File: src/rtl/day_calc_sequencer_pkg.sv
// Shared types and constants for the day-of-year calculator sweep sequencer.
// Holds the FSM state type, the datapath widths and the non-leap month lengths.
package day_calc_pkg;

    localparam int DAY_W   = 6;
    localparam int MONTH_W = 4;
    localparam int DOY_W   = 9;

    typedef enum logic [1:0] {
        IDLE   = 2'd0,
        SETTLE = 2'd1,
        CHECK  = 2'd2,
        DONE   = 2'd3
    } state_t;

    localparam logic [DAY_W-1:0] MONTH_LEN [12] = '{
        6'd31, 6'd28, 6'd31, 6'd30, 6'd31, 6'd30,
        6'd31, 6'd31, 6'd30, 6'd31, 6'd30, 6'd31
    };

endpackage

File: src/rtl/day_calc_sequencer_if.sv
// Bus between the sequencer and the external day-of-year calculator.
// No handshake: the sequencer holds month/day stable for a whole settle window
// and samples the calculator result in the single cycle that follows it.
interface day_calc_sequencer_if;
    import day_calc_pkg::*;

    logic [DAY_W-1:0]   calc_dayOfMonth;
    logic [MONTH_W-1:0] calc_month;
    logic [DOY_W-1:0]   calc_dayOfYear;

    modport master (
        output calc_dayOfMonth,
        output calc_month,
        input  calc_dayOfYear
    );

    modport slave (
        input  calc_dayOfMonth,
        input  calc_month,
        output calc_dayOfYear
    );

endinterface

File: src/rtl/day_calc_sequencer_month_length_lut.sv
// Combinational month-length lookup; February becomes 29 days in a leap year.
// Months outside 1..12 return 0.
module month_length_lut
    import day_calc_pkg::*;
(
    input  logic [MONTH_W-1:0] month,
    input  logic               leap,
    output logic [DAY_W-1:0]   length
);

    logic [MONTH_W-1:0] idx;

    always_comb begin
        length = '0;
        idx    = month - 4'd1;
        if (month >= 4'd1 && month <= 4'd12) begin
            length = MONTH_LEN[idx];
            if (month == 4'd2 && leap) begin
                length = 6'd29;
            end
        end
    end

endmodule

File: src/rtl/day_calc_sequencer.sv
// Walks every date of one year into an external day-of-year calculator and
// counts results that disagree with a running ordinal counter.
module day_calc_sequencer
    import day_calc_pkg::*;
#(
    parameter int unsigned SETTLE_CYCLES = 1
)
(
    input  logic                   clk,
    input  logic                   reset,
    input  logic                   start,
    input  logic                   leap_year,
    day_calc_sequencer_if.master   calc,
    output logic                   busy,
    output logic                   done,
    output logic [DOY_W-1:0]       error_count,
    output logic                   first_err_valid,
    output logic [DOY_W-1:0]       first_err_day,
    output state_t                 state_o
);

    localparam logic [3:0] SETTLE_LOAD = 4'(SETTLE_CYCLES - 1);

    state_t             state_q, state_d;
    logic [MONTH_W-1:0] month_q, month_d;
    logic [DAY_W-1:0]   day_q, day_d;
    logic [DOY_W-1:0]   exp_q, exp_d;
    logic [DOY_W-1:0]   err_q, err_d;
    logic               fev_q, fev_d;
    logic [DOY_W-1:0]   fed_q, fed_d;
    logic               leap_q, leap_d;
    logic [3:0]         cnt_q, cnt_d;
    logic [DAY_W-1:0]   month_len;

    month_length_lut u_lut (
        .month  (month_q),
        .leap   (leap_q),
        .length (month_len)
    );

    always_ff @(posedge clk) begin
        if (reset) begin
            state_q <= IDLE;
            month_q <= 4'd1;
            day_q   <= 6'd1;
            exp_q   <= 9'd1;
            err_q   <= '0;
            fev_q   <= 1'b0;
            fed_q   <= '0;
            leap_q  <= 1'b0;
            cnt_q   <= '0;
        end else begin
            state_q <= state_d;
            month_q <= month_d;
            day_q   <= day_d;
            exp_q   <= exp_d;
            err_q   <= err_d;
            fev_q   <= fev_d;
            fed_q   <= fed_d;
            leap_q  <= leap_d;
            cnt_q   <= cnt_d;
        end
    end

    always_comb begin
        state_d = state_q;
        month_d = month_q;
        day_d   = day_q;
        exp_d   = exp_q;
        err_d   = err_q;
        fev_d   = fev_q;
        fed_d   = fed_q;
        leap_d  = leap_q;
        cnt_d   = cnt_q;
        case (state_q)
            IDLE, DONE: begin
                if (start) begin
                    month_d = 4'd1;
                    day_d   = 6'd1;
                    exp_d   = 9'd1;
                    err_d   = '0;
                    fev_d   = 1'b0;
                    fed_d   = '0;
                    leap_d  = leap_year;
                    cnt_d   = SETTLE_LOAD;
                    state_d = SETTLE;
                end
            end
            SETTLE: begin
                if (cnt_q == 4'd0) begin
                    state_d = CHECK;
                end else begin
                    cnt_d = cnt_q - 4'd1;
                end
            end
            CHECK: begin
                if (calc.calc_dayOfYear != exp_q) begin
                    if (err_q != '1) begin
                        err_d = err_q + 9'd1;
                    end
                    if (!fev_q) begin
                        fev_d = 1'b1;
                        fed_d = exp_q;
                    end
                end
                // 12/31 is the last date; otherwise advance to the next one
                if (month_q == 4'd12 && day_q == 6'd31) begin
                    state_d = DONE;
                end else begin
                    exp_d   = exp_q + 9'd1;
                    cnt_d   = SETTLE_LOAD;
                    state_d = SETTLE;
                    if (day_q == month_len) begin
                        day_d   = 6'd1;
                        month_d = month_q + 4'd1;
                    end else begin
                        day_d = day_q + 6'd1;
                    end
                end
            end
            default: state_d = IDLE;
        endcase
    end

    assign calc.calc_month      = month_q;
    assign calc.calc_dayOfMonth = day_q;
    assign busy                 = (state_q == SETTLE) || (state_q == CHECK);
    assign done                 = (state_q == DONE);
    assign error_count          = err_q;
    assign first_err_valid      = fev_q;
    assign first_err_day        = fed_q;
    assign state_o              = state_q;

endmodule

File: src/flat_wrapper.sv
// flat-port wrapper written by rule: the top's interface ports become plain ports
module day_calc_sequencer_flat import day_calc_pkg::*;
#(
    parameter int unsigned SETTLE_CYCLES = 1
)
  (clk, reset, start, leap_year, busy, done, error_count, first_err_valid, first_err_day, state_o, calc_calc_dayOfMonth, calc_calc_month, calc_calc_dayOfYear);
  day_calc_sequencer_if calc_i ();
  input  logic clk;
  input  logic reset;
  input  logic start;
  input  logic leap_year;
  output logic busy;
  output logic done;
  output logic [DOY_W-1:0] error_count;
  output logic first_err_valid;
  output logic [DOY_W-1:0] first_err_day;
  output state_t state_o;
  output wire logic [$bits(calc_i.calc_dayOfMonth)-1:0] calc_calc_dayOfMonth;
  output wire logic [$bits(calc_i.calc_month)-1:0] calc_calc_month;
  input wire logic [$bits(calc_i.calc_dayOfYear)-1:0] calc_calc_dayOfYear;
  assign calc_calc_dayOfMonth = calc_i.calc_dayOfMonth;
  assign calc_calc_month = calc_i.calc_month;
  assign calc_i.calc_dayOfYear = calc_calc_dayOfYear;
  day_calc_sequencer #(.SETTLE_CYCLES(SETTLE_CYCLES)) u_core (.clk(clk), .reset(reset), .start(start), .leap_year(leap_year), .calc(calc_i), .busy(busy), .done(done), .error_count(error_count), .first_err_valid(first_err_valid), .first_err_day(first_err_day), .state_o(state_o));
endmodule
File: config.mk
export PLATFORM = sky130hd
export DESIGN_NAME = day_calc_sequencer_flat
export DESIGN_NICKNAME = d
export VERILOG_FILES = /design/src/rtl/day_calc_sequencer_pkg.sv /design/src/rtl/day_calc_sequencer_if.sv /design/src/rtl/day_calc_sequencer_month_length_lut.sv /design/src/rtl/day_calc_sequencer.sv /design/src/flat_wrapper.sv
export SDC_FILE = /design/constraint.sdc
export NUM_CORES = 1
export LEC_CHECK = 0
export CAP_MARGIN = 20
export CORE_AREA = 2 2 62 87
export CTS_BUF_LIST = sky130_fd_sc_hd__clkbuf_8 sky130_fd_sc_hd__clkbuf_16
export DETAILED_ROUTE_END_ITERATION = 10
export DIE_AREA = 0 0 64 89
export HOLD_SLACK_MARGIN = 0.05
export PLACE_DENSITY = 0.73
export SETUP_SLACK_MARGIN = 0.2
export SLEW_MARGIN = 40
export SYNTH_ARGS = -nofsm -noshare
export SYNTH_HDL_FRONTEND = slang
export SYNTH_SLANG_ARGS = --single-unit
File: constraint.sdc
create_clock -name clk -period 3.14 [get_ports clk]
set_input_delay 0.471 -clock clk [delete_from_list [all_inputs] [get_ports clk]]
set_output_delay 0.471 -clock clk [all_outputs]
set_load 0.05 [all_outputs]
Word-level counts from Yosys, hierarchy flattened
Memories as Yosys holds them, arrays and structs flattened.
Cells that the tools add are included.
Word-level totals
  word-level logic and storage cells: 86
  bits of input ports: 13
  memories: 1
  bits in read-only memories: 96
  bits in registers: 45
Operators by class
  reductions and logical operators: 16
  $add $sub $neg: 6
  bitwise gates (word level): 1
  multiplexer cells: 33
  $lt $le $gt $ge: 3
  equality and inequality tests: 17
Memories
  (no name shown): depth 16, bits a word 6, read ports 1, clocked after Yosys merged registers in 0, wr ports 0, RTL line day_calc_sequencer_month_length_lut.sv:17  | length = MONTH_LEN[idx];
Operators with widths (count)
  9-bit 2-to-1 mux: 7
  9-bit one-hot mux with 2 select lines: 3
  6-bit 2-to-1 mux: 7
  4-bit 2-to-1 mux: 6
  9-bit by 1-bit adder with 9-bit output (second input constant): 2
  4-bit one-hot mux with 3 select lines: 1
  6-bit one-hot mux with 2 select lines: 1
  4-bit AND reduction: 3
  9-bit != test: 1
  9-bit != test (second input constant): 1
  3-bit AND reduction: 3
  2-bit by 1-bit != test with 1-bit output (second input constant): 4
  2-bit != test (second input constant): 4
  4-bit one-hot mux with 2 select lines: 1
  4-bit by 1-bit subtractor with 4-bit output (second input constant): 2
  6-bit by 1-bit adder with 6-bit output (second input constant): 1
  6-bit by 5-bit equality test with 1-bit output (second input constant): 1
  6-bit equality test: 1
  2-bit 2-to-1 mux: 3
  2-bit one-hot mux with 3 select lines: 1
  5-bit greater-or-equal comparator (second input constant): 1
  4-bit inverter with 5-bit output: 1
  4-bit by 1-bit adder with 4-bit output (second input constant): 1
  2-bit equality test (second input constant): 2
  other kinds (14): 18

Depth between registers and ports, before layout
Gate-level depths: netlist (run 1).
  word-level depth: 11
  mapped depth: 10

Modules after synthesis
From an unflattened synthesis (run 1), not the netlist that was laid out.
Unflattened totals
  cells, all modules: 362
  area total of the unflattened synthesis: 2837.7 um^2
Modules (own cells, without submodules)
  day_calc_sequencer: times used 1, cells each 349, area an instance 2758.9 um^2
  month_length_lut: times used 1, cells each 13, area an instance 78.8 um^2

Worst setup path after synthesis (run 1)
OpenSTA, ideal clock, no wires.
  kind: register -> register
  start point: register u_core.state_q[0], in the netlist u_core.state_o[0]
  end point: register u_core.err_q[5], in the netlist u_core.error_count[5]
  setup slack: 0.255 ns
  buffers on the path: 0
  period minus slack after synthesis: 2.885 ns
  arrival time: 2.813 ns
  stages on the path, launching flop included: 9
  data required time: 3.067 ns
  path through: dfxtp_1 -> inv_1 -> ha_1 -> inv_1 -> a21boi_0 -> a41oi_1 -> nand4_1 -> or3_1 -> a21oi_1
On the way
  cells in the longest elaborated chain, start to end: 4
Ends and longest elaborated chain
  start, declared: RTL line day_calc_sequencer.sv:24  | state_t state_q, state_d;
  start signal, assigned: RTL line day_calc_sequencer.sv:53  | state_q <= state_d;
  2-bit equality test / 2-bit logical NOT (equally long branches): RTL line day_calc_sequencer.sv:75  | case (state_q)
  2-bit OR reduction: RTL line day_calc_sequencer.sv:75
  2-bit != test (no source line) / 2-bit nonzero test (equally long branches)
  4-bit AND reduction (no source line)
  end signal, assigned: RTL line day_calc_sequencer.sv:57  | err_q <= err_d;
  end, declared: RTL line day_calc_sequencer.sv:28  | logic [DOY_W-1:0] err_q, err_d;
Several ways; a longest one is shown, not always the timed one.
A chain may end at the register's enable or synchronous reset.

Final worst setup path (run 1)
  start point: register u_core.month_q[0], in the netlist u_core.calc.calc_month[0]
  end point: register u_core.month_q[3], in the netlist u_core.calc.calc_month[3]
On the way
  cells in the longest elaborated chain, start to end: 10
Ends and longest elaborated chain
  start, declared: RTL line day_calc_sequencer.sv:25  | logic [MONTH_W-1:0] month_q, month_d;
  start signal, assigned: RTL line day_calc_sequencer.sv:54  | month_q <= month_d;
  4-bit by 1-bit subtractor with 4-bit output: RTL line day_calc_sequencer_month_length_lut.sv:15  | idx = month - 4'd1;
  4-bit inverter with 5-bit output (not written as such): RTL line day_calc_sequencer_month_length_lut.sv:17
  memory read 16 x 6 bit
  6-bit 2-to-1 mux (not written as such) (2 in series): RTL line day_calc_sequencer_month_length_lut.sv:17
  6-bit 2-to-1 mux: RTL line day_calc_sequencer_month_length_lut.sv:18  | if (month == 4'd2 && leap) begin
  6-bit 2-to-1 mux: RTL line day_calc_sequencer_month_length_lut.sv:16  | if (month >= 4'd1 && month <= 4'd12) begin
  6-bit equality test: RTL line day_calc_sequencer.sv:113  | if (day_q == month_len) begin
  2-bit by 1-bit != test with 1-bit output (no source line)
  4-bit AND reduction (no source line)
Several ways; a longest one is shown, not always the timed one. The select of a mux whose other input is x is not followed.

==> results.json, run 1 <==
{
  "clkSinkCount": 45,
  "routedWlPerCell_um": 13.2,
  "p_sw_mw": 0.632,
  "grtUsageMet2_pct": 38.2,
  "drt-pass1-iter-count": 4,
  "track_usage_pct": 20.3,
  "io_pins": 46,
  "crit_path_max_incr_delay_ns": 0.52,
  "max_freq_mhz": 369,
  "worstPathCellList": "inv_1, ha_1, nand2b_1, a31oi_1, o221ai_1, mux2i_4, o211ai_4, or4_1, a21oi_1",
  "initial_core_util_pct": 51.3,
  "antenna_left": 0,
  "worst-path-buf-inv": 1,
  "power_mw": 1.60,
  "hold_violations": 0,
  "syn-cell-area_um2": 2480,
  "cp_top_family": "compound AO/OA/AOI/OAI gates",
  "synth_seq_cells": 45,
  "hold_depth": 2,
  "grt_start_max_net_pins": 17,
  "synth-async-reset-ratio_pct": 0,
  "syn-num-nets": 329,
  "fp-row-count": 30,
  "grt_overflow": 0,
  "post_cts.repair.setup_buffers": 0,
  "internal_power_mw": 0.968,
  "rsz0062_at_grt": "false",
  "die_y_um": 89,
  "cap_violations": 0,
  "cp_num_cells": 9,
  "clockPowerShare_pct": 21.7,
  "grtUsageMet1_pct": 22.1,
  "required_ns": 3.37,
  "power_frac_seq_pct": 41.0,
  "hp-class": "reg2reg",
  "final-instance-count-excl-fill": 411,
  "power.leakage_nw": 1.09,
  "antennaDiodeCount": 0,
  "critPathKind": "reg2reg",
  "synthCells": 301,
  "cts_max_level": 2,
  "numCtsBuffers": 5,
  "min_period_over_period_pct": 86.2,
  "routed_via_density": 5.47,
  "tightest_slew_ns": 0.729,
  "slew_headroom_pct": 50.7,
  "status": "complete, no violations",
  "final_layout_size_suffix_gt1_share_pct": 5.48,
  "place_inst": 404,
  "rr_worst_depth": 9,
  "avgSynthCellArea_um2": 8.25,
  "synth_edf_count": 0,
  "portBuffers": 45,
  "finalMaxSlewViolations": 0,
  "end_kind": "flip-flop",
  "grtUsageMet3_pct": 4.03,
  "drc_errors": 0,
  "num_vias": 2250,
  "start_kind": "flip-flop",
  "grt_pass1_vias": 2163,
  "clk_pin_slew_ns": 0.09,
  "tns_ns": 0,
  "top_usage_layer": "met2",
  "hold_ws_ns": 0.515,
  "area_delta_synth_final_pct": 24.3,
  "synth_cell_type_count": 45,
  "dieArea_um2": 5700,
  "powerDensity_nw_per_um2": 518,
  "synth_warnings": 0,
  "synth_flop_cell": "dfxtp_1",
  "period_needed_ns": 2.71,
  "power_frac_comb_pct": 37.3,
  "dpl_cell_area_um2": 3000,
  "ir_worst_vdd_uv": 350,
  "cts_resized": 0,
  "critical_path_arrival_ns": 2.94,
  "cts_buffer_depth": 2,
  "dp_hpwl_mm": 4.15,
  "hold_buffers": 0,
  "antenna_found_initial": 0,
  "cp_slowest_cell": "or4_1",
  "clock_latency_ns": 0.30,
  "crit_fanout": 10,
  "final_area_um2": 3090,
  "drtIter0Drc": 102,
  "swShare_pct": 39.5,
  "wirelength_mm": 5.41,
  "core_um2": 4840,
  "place_congestion": 0.833,
  "grt_pass1_wl_mm": 9.25,
  "setup_viol": 0,
  "fin_nets": 375,
  "cts-root-buf": "clkbuf_8",
  "cts_tree": "done",
  "skew_ns": 0.00760,
  "ys_seq_area_share_pct": 36.3,
  "die_x_um": 64
}
sequential cells by signal (all words and copies together) (netlist names):
name / count
u_core.cnt_q: 4
u_core.leap_q: 1
u_core.first_err_valid: 1
u_core.state_o: 2
u_core.exp_q: 9
u_core.first_err_day: 9
u_core.error_count: 9
u_core.calc.calc_dayOfMonth: 6
u_core.calc.calc_month: 4
per-stage QoR:
step	worst slack, ns	utilization [%]
6_report	0.432	63.7
3_5_place_dp	0.316	61.9
4_1_cts	0.418	63.6
5_1_grt	0.202	63.7
2_1_floorplan	0.255	-
3_3_place_gp	0.291	61.9
final timing paths:
kind | from | slack, ns | end
setup / recovery | u_core.calc.calc_month[0] | 0.43 | u_core.calc.calc_month[3]
hold / removal | u_core.error_count[5] | 0.51 | u_core.error_count[5]
setup reg to reg | u_core.calc.calc_month[0] | 0.43 | u_core.calc.calc_month[3]
hold reg to reg | u_core.error_count[5] | 0.51 | u_core.error_count[5]
cells in the mapped netlist (7+ instances only):
library cell	count	area (µm²)
a21oi_1	14	70.1
a22oi_1	10	75.1
clkbuf_1	7	26.3
dfxtp_1	45	901
ha_1	15	188
inv_1	13	48.8
mux2i_1	7	70.1
nand2_1	33	124
nand3_1	11	55.1
nor2_1	48	180
o21ai_0	7	35.0
xnor2_1	8	70.1
xor2_1	16	140
power by group through the flow:
stage / sequential, mW / combinational (mW) / clock (mW)
2_1_floorplan: 0.721 / 0.366 / 0
3_3_place_gp: 0.669 / 0.590 / 0
3_5_place_dp: 0.669 / 0.592 / 0
4_1_cts: 0.655 / 0.596 / 0.356
5_1_grt: 0.663 / 0.659 / 0.381
6_report: 0.655 / 0.597 / 0.347
layout make-up:
| cell class | instances | area, µm² |
|---|---|---|
| Clock inverter | 2 | 12.5 |
| Sequential cell | 45 | 901 |
| Tap cell | 64 | 80.1 |
| Inverter | 13 | 48.8 |
| Multi-Input combinational cell | 234 | 1500 |
| Timing Repair Buffer | 48 | 473 |
| Fill cell | 443 | 1760 |
| Clock buffer | 5 | 68.8 |
routing by layer:
metal	vias up	share of wire, %	wire length, µm
li1	1132	-	-
met1	1073	45	2410
met2	38	51	2770
met3	7	2.9	159
met4	0	1.3	70
met5	-	0	0
placed cells by master (no fill, tap or decap), drive strengths merged, types with 6 or more instances in the layout:
cell type / synthesis / final
nor3: 7 / 7
inv: 13 / 14
xnor2: 8 / 8
nand3: 11 / 11
mux2i: 8 / 8
dfxtp: 45 / 45
a21oi: 15 / 15
nor2: 48 / 48
ha: 15 / 15
nand4: 6 / 6
xor2: 16 / 16
nor4: 6 / 6
clkdlybuf4s50: 0 / 45
nand2: 33 / 33
a22oi: 10 / 10
o21ai: 8 / 8
logic make-up (layout without fill, tap and decap cells):
logic type / count (synthesis) / in the layout / share of synthesized area [%]
flip-flops: 45 / 45 / 36.3
buffers and inverters: 22 / 68 / 3.43
AO/OA/AOI/OAI: 51 / 51 / 14.2
adder cells (fa/ha/maj): 15 / 15 / 7.56
AND/OR/NAND/NOR: 136 / 136 / 26.4
multiplexers: 8 / 8 / 3.73
XOR/XNOR: 24 / 24 / 8.47
worst register-to-register path: cells and delay by family, from the launching register on:
family,cells,cell delay [ns]
compound gates,4,0.70
simple gates,2,0.65
flops,1,0.51
fa+ha+maj,1,0.31
mux,1,0.31
buf+inv,1,0.17
No activity file was read; power rests on OpenSTA's default activity.
==> inputs of run 2 (changes only) <==
- CTS_BUF_LIST: sky130_fd_sc_hd__clkbuf_8 sky130_fd_sc_hd__clkbuf_16 -> unset
- PLACE_DENSITY: 0.73 -> unset
- PLACE_DENSITY_LB_ADDON: unset -> 0.2
==> results.json, run 2 (same netlist as run 1, synthesis figures left out) <==
{
  "status": "complete, no violations",
  "fp-row-count": 30,
  "skew_ns": 0.00716,
  "critPathKind": "reg2reg",
  "hold_depth": 2,
  "hold_violations": 0,
  "end_kind": "flip-flop",
  "grt_pass1_vias": 2146,
  "cts_buffer_depth": 2,
  "numCtsBuffers": 5,
  "clkSinkCount": 45,
  "powerDensity_nw_per_um2": 543,
  "antennaDiodeCount": 0,
  "cap_violations": 0,
  "grt_pass1_wl_mm": 9.21,
  "dp_slack_ns": 0.293,
  "power.leakage_nw": 1.11,
  "io_pins": 46,
  "drc_errors": 0,
  "drtIter0Drc": 86,
  "dieArea_um2": 5700,
  "hold_ws_ns": 0.513,
  "track_usage_pct": 20.3,
  "start_kind": "flip-flop",
  "tns_ns": 0,
  "routed_via_density": 5.25,
  "finalMaxSlewViolations": 0,
  "cts_tree": "done",
  "cts_max_level": 2,
  "rr_worst_depth": 9,
  "worstPathCellList": "inv_1, ha_1, or4b_4, o21ai_2, nor2_1, mux2i_4, o211ai_4, or4_1, a21oi_1",
  "antenna_found_initial": 0,
  "antenna_left": 0,
  "slew_headroom_pct": 52.4,
  "period_needed_ns": 2.65,
  "grt_start_max_net_pins": 18,
  "die_y_um": 89,
  "ir_worst_vdd_uv": 393,
  "final_cell_mix": "nor2_1, clkdlybuf4s50_1, dfxtp_1",
  "area_delta_synth_final_pct": 26.6,
  "nFillCells": 432,
  "dp_hpwl_mm": 4.11,
  "portBuffers": 45,
  "num_vias": 2170,
  "min_period_over_period_pct": 84.3,
  "die_x_um": 64,
  "wirelength_mm": 5.39,
  "tightest_slew_ns": 0.713,
  "final_util_pct": 64.9,
  "grt_overflow": 0,
  "max_freq_mhz": 378,
  "setup_viol": 0,
  "drt-pass1-iter-count": 4,
  "fin_ws_ns": 0.494,
  "routedWlPerCell_um": 13.0,
  "critical_path_arrival_ns": 2.87,
  "post_cts.repair.setup_buffers": 0,
  "crit_path_max_incr_delay_ns": 0.52,
  "core_um2": 4840,
  "required_ns": 3.37,
  "layout_commonest_cell": "nor2_1",
  "hp-class": "reg2reg",
  "rsz0062_at_grt": "false",
  "fin_nets": 376,
  "place_congestion": 0.852,
  "cts-root-buf": "clkbuf_8",
  "final_layout_size_suffix_gt1_share_pct": 6.88,
  "cp_slowest_cell": "or4_1",
  "clk_pin_slew_ns": 0.08,
  "crit_fanout": 10,
  "clock_latency_ns": 0.30,
  "hold_buffers": 0,
  "initial_core_util_pct": 51.3
}
## run 2: cell count changes in the layout (fill, tap and decap cells not counted), sizes merged
cell	before	now
bufinv	0	1
buf	3	4
clkbuf	5	7
clkinv	1	0
inv	14	13
## run 2: report_power, final
part / internal (mW) / switching, mW
sequential: 0.609 / 0.0461
clock: 0.259 / 0.189
combinational: 0.209 / 0.394
total: 1.08 / 0.629
## run 2: worst paths after layout
check,start,end,slack [ns]
max,u_core.calc.calc_month[0],u_core.calc.calc_month[3],0.49
min,u_core.leap_q,u_core.leap_q,0.51
max reg2reg,u_core.calc.calc_month[0],u_core.calc.calc_month[3],0.49
min reg2reg,u_core.leap_q,u_core.leap_q,0.51
## run 2: what timing repair did
item | 4_1_cts | 5_1_grt
resized for setup | 0 | 3
setup endpoints to repair | 0 | 8
hold endpoints to repair | 0 | 0
## run 2: layer usage
metal  vias up  track usage (%)  part of all wire, %
met1       995             23.1                   43
met3         7             3.40                  2.7
met5         -                0                    0
met4         0             9.49                  1.6
li1       1131                -                    -
met2        37             36.8                   52
## run 2: per-stage QoR
step	std cells	instance area, µm²	power [mW]
finish	413	3140	1.71
global route	413	3140	1.82
CTS	413	3130	1.72
detailed placement	405	3010	1.27
global placement	405	3010	1.25
floorplan	301	2480	1.09
## run 2: area by class of cell
cell class / count / area, µm² / area share, %
timing repair buffer: 49 / 480 / 15.3
clock inverter: 1 / 30.0 / 0.955
clock buffer: 7 / 86.3 / 2.75
inverter: 13 / 48.8 / 1.55
multi-input combinational: 234 / 1520 / 48.2
tap: 64 / 80.1 / 2.55
sequential: 45 / 902 / 28.7
## run 2: critical path: cells and delay by family, from the launching register on
kind | cells | cell delay (ns)
DFF | 1 | 0.38
buffers and inverters | 1 | 0.18
AOI/OAI and AO/OA | 3 | 0.41
muxes | 1 | 0.18
and+or+nand+nor | 3 | 1.11
adders and majority gates | 1 | 0.32
==> inputs of run 3 (changes only) <==
- clock period: 3.14 -> 2.5 ns (I/O delays scaled with it)
==> results.json, run 3 (same netlist as run 1, synthesis figures left out) <==
{
  "core_um2": 4840,
  "powerDensity_nw_per_um2": 626,
  "finalMaxSlewViolations": 0,
  "min_period_over_period_pct": 90.2,
  "grt_start_max_net_pins": 19,
  "antennaDiodeCount": 0,
  "final-instance-count-excl-fill": 426,
  "antenna_left": 0,
  "start_kind": "flip-flop",
  "cts_buffer_depth": 2,
  "power_mw": 2.08,
  "end_kind": "flip-flop",
  "initial_core_util_pct": 51.3,
  "setup_viol": 0,
  "area_delta_synth_final_pct": 34.0,
  "required_ns": 2.72,
  "dpl_cell_area_um2": 3110,
  "die_y_um": 89,
  "final_area_um2": 3330,
  "drtIter0Drc": 93,
  "cts_max_level": 2,
  "hold_violations": 0,
  "period_needed_ns": 2.25,
  "fin_nets": 389,
  "tns_ns": 0,
  "cts_tree": "done",
  "ff_latch_area_um2": 918,
  "routed_via_density": 5.32,
  "clk_pin_slew_ns": 0.08,
  "status": "complete, no violations",
  "drt-pass1-iter-count": 4,
  "final_layout_size_suffix_gt1_share_pct": 15.7,
  "power.leakage_nw": 1.15,
  "cap_violations": 0,
  "clock_latency_ns": 0.29,
  "critical_path_arrival_ns": 2.47,
  "skew_ns": 0.00685,
  "crit_fanout": 8,
  "wirelength_mm": 5.50,
  "num_vias": 2267,
  "die_x_um": 64,
  "dp_hpwl_mm": 4.07,
  "cts-root-buf": "clkbuf_8",
  "hold_buffers": 0,
  "worstPathCellList": "inv_6, ha_4, or2b_1, a311oi_2, nor4_4, a21oi_2, o211ai_4, or4_4, a21oi_2",
  "place_inst": 409,
  "dp_slack_ns": 0.112,
  "slew_headroom_pct": 48.5,
  "rsz0062_at_grt": "true",
  "fp-row-count": 30,
  "track_usage_pct": 19.2,
  "clkSinkCount": 45,
  "numCtsBuffers": 5,
  "grt_pass1_wl_mm": 8.89,
  "ir_worst_vdd_uv": 604,
  "drc_errors": 0,
  "tightest_slew_ns": 0.771,
  "place_congestion": 0.821,
  "multi_input_comb_area_um2": 1610,
  "hp-class": "reg2reg",
  "critPathKind": "reg2reg",
  "grt_pass1_vias": 2029,
  "grt_overflow": 0,
  "layout_commonest_cell": "nor2_1",
  "routedWlPerCell_um": 12.9,
  "cp_slowest_cell": "or4_4",
  "final_cell_mix": "nor2_1, clkdlybuf4s50_1, dfxtp_1",
  "antenna_found_initial": 0,
  "dieArea_um2": 5700,
  "nFillCells": 405,
  "portBuffers": 45,
  "fin_ws_ns": 0.246,
  "cpMostUsedCell": "a21oi_2",
  "crit_path_max_incr_delay_ns": 0.44,
  "max_freq_mhz": 444,
  "io_pins": 46
}
[run 3: cell count changes in the layout (fill, tap and decap cells not counted), sizes merged]
cell           previous run  this run
clkdlybuf4s50            45        44
clkinvlp                  0         2
inv                      13        12
clkbuf                    7         8
dlygate4sd2               0         1
bufinv                    1         0
buf                       4        16
[run 3: final timing paths]
kind | start | endpoint | slack (ns) | depth (start not counted)
worst max-delay path | u_core.calc.calc_month[0] | u_core.calc.calc_month[2] | 0.25 | 9
worst min-delay path | u_core.error_count[7] | u_core.error_count[7] | 0.51 | 2
worst max register to register | u_core.calc.calc_month[0] | u_core.calc.calc_month[2] | 0.25 | 9
worst min register to register | u_core.error_count[7] | u_core.error_count[7] | 0.51 | 2
[run 3: area by class of cell]
| cell class | instances | share of cell area (%) |
|---|---|---|
| well taps | 64 | 2.41 |
| multi-input cells | 234 | 48.3 |
| clock inverters | 1 | 0.226 |
| inverters | 13 | 1.81 |
| flip-flops and latches | 45 | 27.6 |
| repair buffers | 62 | 17.4 |
| clock buffers | 7 | 2.29 |
[run 3: through the flow]
step	hold WS (ns)	util, %
2_1_floorplan	0.459	-
3_3_place_gp	0.490	64.3
3_5_place_dp	0.495	64.3
4_1_cts	0.508	66.1
5_1_grt	0.540	68.7
6_report	0.512	68.7
[run 3: worst max-delay path, delay by kind of cell (launching register included)]
family	cells	cell delay, ns
AO/OA/AOI/OAI	4	0.81
adder cells (fa/ha/maj)	1	0.17
buffers and inverters	1	0.08
flip-flops	1	0.39
AND/OR/NAND/NOR	3	0.74
[run 3: layer usage]
| layer | part of all wire [%] | global-route usage [%] |
|---|---|---|
| met5 | 0 | 0 |
| met1 | 44 | 23.6 |
| met3 | 2.8 | 2.77 |
| met4 | 1.2 | 7.31 |
| met2 | 52 | 34.1 |
[run 3: report_power, final]
part	leakage (nW)	switching, mW	internal (mW)	total (mW)
clock	0.0385	0.234	0.198	0.432
combinational	0.746	0.515	0.307	0.822
sequential	0.366	0.0619	0.769	0.831
[run 3: what timing repair did]
| item | CTS | global route |
|---|---|---|
| setup endpoints to repair | 3 | 18 |
| pin swaps | 1 | 6 |
| resized for setup | 3 | 12 |
| buffers inserted | 0 | 9 |
